### src/rtl/arb_pkg.sv
// rtl/arb_pkg.sv - shared types and constants for the register-file write-port arbiter
package arb_pkg;
   localparam int NUM_REQ = 4;
   typedef enum logic {IDLE = 1'b0, BUSY = 1'b1} arb_state_t;
   typedef logic [1:0] req_idx_t;
endpackage

### src/rtl/decoder2_4.sv
// rtl/decoder2_4.sv - enabled 2:4 one-hot decoder used to form the grant vector
module decoder2_4
   import arb_pkg::*;
(
   input  logic               i_en,
   input  req_idx_t           i_sel,
   output logic [NUM_REQ-1:0] o_dec
);

   always_comb begin
      o_dec = '0;
      if (i_en) o_dec[i_sel] = 1'b1;
   end

endmodule

### src/rtl/wr_port_arbiter.sv
// rtl/wr_port_arbiter.sv - four-way round-robin arbiter feeding one registered write port
// Bursts per grant are capped at MAX_BURST beats; an IDLE cycle separates every grant.
module wr_port_arbiter
   import arb_pkg::*;
#(
   parameter int DATA_W    = 64,
   parameter int ADDR_W    = 5,
   parameter int MAX_BURST = 4
) (
   input  logic                            clk,
   input  logic                            reset,
   input  logic [NUM_REQ-1:0]              req,
   input  logic [NUM_REQ-1:0]              last,
   input  logic [NUM_REQ-1:0][ADDR_W-1:0]  addr,
   input  logic [NUM_REQ-1:0][DATA_W-1:0]  data,
   output logic [NUM_REQ-1:0]              gnt,
   output logic                            wr_en,
   output logic [1:0]                      wr_src,
   output logic [ADDR_W-1:0]               wr_addr,
   output logic [DATA_W-1:0]               wr_data
);

   localparam int CNT_W = $clog2(MAX_BURST + 1);

   arb_state_t          r_state, w_state_nxt;
   req_idx_t            r_owner, w_owner_nxt;
   req_idx_t            r_rr_ptr, w_rr_ptr_nxt;
   req_idx_t            w_rot_idx, w_pick;
   logic [CNT_W-1:0]    r_beat_cnt, w_beat_cnt_nxt, w_cnt_inc;
   logic [NUM_REQ-1:0]  w_gnt, w_req_rot;
   logic                w_xfer;
   logic                r_wr_en;
   req_idx_t            r_wr_src;
   logic [ADDR_W-1:0]   r_wr_addr;
   logic [DATA_W-1:0]   r_wr_data;

   // Grant depends on registered state only, so there is no req->gnt combinational path.
   decoder2_4 u_gnt_dec (
      .i_en  (r_state == BUSY),
      .i_sel (r_owner),
      .o_dec (w_gnt)
   );

   always_comb begin
      w_req_rot = '0;
      for (int k = 0; k < NUM_REQ; k++)
         w_req_rot[k] = req[req_idx_t'(r_rr_ptr + req_idx_t'(k))];
      w_rot_idx = '0;
      for (int k = NUM_REQ - 1; k >= 0; k--)
         if (w_req_rot[k]) w_rot_idx = req_idx_t'(k);
      w_pick = r_rr_ptr + w_rot_idx;
   end

   assign w_xfer    = req[r_owner] & w_gnt[r_owner];
   assign w_cnt_inc = r_beat_cnt + CNT_W'(1);

   always_comb begin
      w_state_nxt    = r_state;
      w_owner_nxt    = r_owner;
      w_rr_ptr_nxt   = r_rr_ptr;
      w_beat_cnt_nxt = r_beat_cnt;
      case (r_state)
         IDLE: begin
            if (|req) begin
               w_state_nxt    = BUSY;
               w_owner_nxt    = w_pick;
               w_beat_cnt_nxt = '0;
            end
         end
         BUSY: begin
            if (w_xfer) w_beat_cnt_nxt = w_cnt_inc;
            // Close the grant on last beat, fairness cap, or owner release.
            if ((w_xfer && (last[r_owner] || w_cnt_inc == CNT_W'(MAX_BURST))) || !req[r_owner]) begin
               w_state_nxt    = IDLE;
               w_rr_ptr_nxt   = r_owner + req_idx_t'(1);
               w_beat_cnt_nxt = '0;
            end
         end
         default: w_state_nxt = IDLE;
      endcase
   end

   always_ff @(posedge clk, posedge reset) begin
      if (reset) begin
         r_state    <= IDLE;
         r_owner    <= '0;
         r_rr_ptr   <= '0;
         r_beat_cnt <= '0;
      end else begin
         r_state    <= w_state_nxt;
         r_owner    <= w_owner_nxt;
         r_rr_ptr   <= w_rr_ptr_nxt;
         r_beat_cnt <= w_beat_cnt_nxt;
      end
   end

   always_ff @(posedge clk, posedge reset) begin
      if (reset) begin
         r_wr_en   <= 1'b0;
         r_wr_src  <= '0;
         r_wr_addr <= '0;
         r_wr_data <= '0;
      end else begin
         r_wr_en <= w_xfer;
         if (w_xfer) begin
            r_wr_src  <= r_owner;
            r_wr_addr <= addr[r_owner];
            r_wr_data <= data[r_owner];
         end
      end
   end

   assign gnt     = w_gnt;
   assign wr_en   = r_wr_en;
   assign wr_src  = r_wr_src;
   assign wr_addr = r_wr_addr;
   assign wr_data = r_wr_data;

endmodule

### config.mk
export PLATFORM = sky130hd
export DESIGN_NAME = wr_port_arbiter
export DESIGN_NICKNAME = d
export VERILOG_FILES = /design/src/rtl/arb_pkg.sv /design/src/rtl/decoder2_4.sv /design/src/rtl/wr_port_arbiter.sv
export SDC_FILE = /design/constraint.sdc
export NUM_CORES = 1
export LEC_CHECK = 0
export BUFFER_PORTS_ARGS = -buffer_cell sky130_fd_sc_hd__clkbuf_2
export CAP_MARGIN = 5
export CORE_AREA = 2 2 140 142
export CTS_CLUSTER_SIZE = 14
export DETAILED_ROUTE_END_ITERATION = 8
export DIE_AREA = 0 0 142 144
export GPL_TIMING_DRIVEN = 0
export PLACE_DENSITY = 0.61
export SLEW_MARGIN = 20
export SYNTH_ARGS = -nofsm -noshare
export SYNTH_HDL_FRONTEND = slang
export SYNTH_SLANG_ARGS = --single-unit
### constraint.sdc
create_clock -name clk -period 2.8 [get_ports clk]
set_clock_uncertainty 0.05 [all_clocks]
set_input_delay 0 -clock clk [delete_from_list [all_inputs] [get_ports clk]]
set_output_delay 0 -clock clk [all_outputs]
set_load 0.02 [all_outputs]
==> results.md <==
* Status: finished, final reports clean
* Synth unique cells at 33
* Internal power at about 0.0053 W
* Drt drc at 0
* Total track usage at 0.163
* Post-synthesis register bit count at 80
* Most common cell in the netlist: dfrtp_1
* CTS Buffer Depth at 2
* Width of the die at about 140 um
* Post-CTS Setup Repair Bufs at 0
* Synth area leaders: dfrtp_1, mux4_2, mux2_4, mux2_2, ha_1
* Max FO, Critical Path at 19
* Worst Setup SP: r_owner[1]
* Setup-failing EPs final at 0
* Antenna diode count at 0
* Core area at between 15000 and 20000 um2
* Slew margin rel. at 0.280
* Hold Path Origin: req[0]
* GRT overflow at 0
* Power Dens Cells at approximately 1100 nW/um2
* TritonCTS Buffers at 9
* P_leak at slightly above 4 nW
* Syn Inst Count at 324
* Drt first pass iters at 4
* Tcrit/Tclk final at 0.911
* Seq/Total Area, Yosys at 0.379
* CTS tree: yes
* Post-Syn Area at roughly 5300 um2
* Placement Cell Area at 7400 um2
* Synth area leader: dfrtp_1
* Layout cells sized above 1 at 0.773
* Critical path's largest stage delay at roughly 0.5 ns
* Clk Latency, worst-skew pair at roughly 0.33 ns
* CP required at 2.96 ns
* Syn avg cell area at 16.3 um2
* Crit-path cells: clkbuf_8 -> inv_1 -> ha_1 -> mux4_2 -> nand3_2 -> buf_8 -> buf_8 -> mux2_4
* Avg WL per Cell at 18.4 um
* Sw Share at 0.392
* Setup repair after global routing missed its margin: no
* Main synth FF type: dfrtp_1
* Most used cell, CP: buf_8
* Synth top cells by count: dfrtp_1, mux4_2, mux2_4, mux2_2, buf_2
* Crit Path Category: register to register
* Initial drt markers at ~160
* Critical Path Source Type: register
* Max-cap violations at 0
* Warnings, synthesis at 0
* Global-route wire length before repair at ~25 mm
* Yosys top cell area share at 0.379
* Final Critical Period at 2.55 ns
* Fin area at 7730 um2
* Comb power frac at 0.611
* Least-Margin Pin Slew at about 1.1 ns
* Total power at approximately 0.0087 W
* Mapped Nets at approximately 620
* Rows at 51
* Hold/Removal Path Class: input port to register
* Dpl hpwl at approximately 14 mm
* Pin count of the biggest net entering global routing at 44
* DR vias at around 4500
* CTS Sinks at 80
* H-tree depth at 3
* I/O Buffers at ~360
* Initial Util at 0.277
* Die height at between 100 and 150 um
* Final net count at between 900 and 1000
* Final Max Slew Viols at 0
* I/O pin cnt at approximately 360
* Vias in the first global route at 4604
* Fillers at about 1800
* Async S/R FF share, synth at 1.00
* Die ar. at just over 20000 um2
* FMAX at roughly 0.39 GHz
* Number of antenna violations at the first check in global routing at 0
* Crit-path leading delay family: multiplexers
* Crit path buffers/inverters at 4
* Routability Congestion at 0.808
* Arr. time, crit path at roughly 2.7 ns
* CP Capture Type: register
* Via density at slightly below 5
* CTS root buffer: clkbuf_16
* Routed WL at between 15 and 20 mm
* Worst-path clk slew at ~0.06 ns
* Sw Pwr at 0.00339 W
* Clk network pwr share at 0.146
* R2R Path Start: r_owner[1]
* Final hold vios at 0
* Post-synth EDFFs at 0
* Synth-to-layout area growth at 46.4%
* Max VDD drop at ~0.00041 V
* CP max-delay cell: mux4_2
* Post-route antenna net violation count at 0
* Flop pwr share at 0.243
==> registers in the layout, summed over array words and instances (netlist names) <==
name and cells:
r_state 1, wr_en 1, wr_data 64, r_owner 2
r_rr_ptr 2, wr_src 2, r_beat_cnt 3, wr_addr 5
==> placed cells by master, fill, tap and decap left out, types with 3 or more instances in the layout <==
cell / count
mux4_2: 72
mux2_2: 16
dfrtp_1: 79
o21ai_0: 6
buf_2: 12
ha_1: 7
nand2_1: 8
clkbuf_1: 8
a211oi_1: 3
buf_8: 6
mux2_4: 55
nor2_1: 5
a21oi_1: 7
inv_1: 8
nand2b_1: 3
nor3_1: 3
and2_1: 4
clkbuf_2: 359
clkbuf_16: 9
==> power groups by stage <==
stage | clock network, W | logic [W] | registers, W
2_1_floorplan | 0 | 0.00319 | 0.00273
3_3_place_gp | 0 | 0.00530 | 0.00210
3_5_place_dp | 0 | 0.00535 | 0.00211
4_1_cts | 0.00130 | 0.00538 | 0.00210
5_1_grt | 0.00135 | 0.00566 | 0.00218
6_report | 0.00126 | 0.00529 | 0.00210
==> routing by layer <==
layer / wire (um) / global-route usage
met5: 0 / 0
met3: 1130 / 0.0381
met4: 367 / 0.0579
met2: 8620 / 0.280
met1: 7090 / 0.202
==> kinds of logic (layout without fill, tap and decap cells) <==
family          Yosys count  after routing  share of synthesized area
fa+ha+maj                 7              7                     0.0166
simple gates             29             29                     0.0286
compound gates           24             24                     0.0294
xor+xnor                  3              3                    0.00497
mux                     144            144                      0.499
buf+inv                  37            412                     0.0426
flops                    80             80                      0.379
==> tightest hold or removal path, cell delays in order <==
cell      delay [ns]
clkbuf_2        0.14
nor4_1          0.10
o21ai_0         0.14
==> metrics by stage <==
step | hold WS [ns] | cells | TNS, ns | util | worst slack, ns
floorplan | 0.147 | 324 | 0 | - | 0.0726
global placement | 0.382 | 921 | -86.24 | 0.387 | -0.773
detailed placement | 0.0115 | 922 | -57.47 | 0.388 | -0.800
CTS | 0.0208 | 938 | 0 | 0.406 | 0.0193
global route | 0.0477 | 937 | 0 | 0.405 | 0.0987
finish | 0.0365 | 937 | 0 | 0.405 | 0.250
==> timing repair <==
item / in CTS / in global routing
setup endpoints to repair: 78 / 65
hold buffers: 1 / 0
hold endpoints to repair: 37 / 0
pin swaps: 0 / 0
gates resized for setup: 6 / 1
==> worst paths after layout <==
path | to | slack [ns] | cells after the start
worst max-delay path | wr_data[61] | 0.25 | 8
worst min-delay path | r_state | 0.04 | 3
worst max register to register | wr_data[61] | 0.25 | 8
worst min register to register | wr_src[0] | 0.43 | 2
max in group asynchronous | wr_data[1] | 1.89 | 4
min in group asynchronous | wr_data[35] | 0.19 | 3
==> cell type report <==
class,count,area [um2],share of cell area
clock inverter,5,82.6,0.0107
buffer,27,201,0.0260
timing repair buffer,361,1830,0.236
clock buffer,10,229,0.0296
inverter,9,36.3,0.00469
tap,238,298,0.0385
multi-input combinational,207,3060,0.395
sequential,80,2000,0.259
Note: power is estimated with default switching activity, not from simulation.
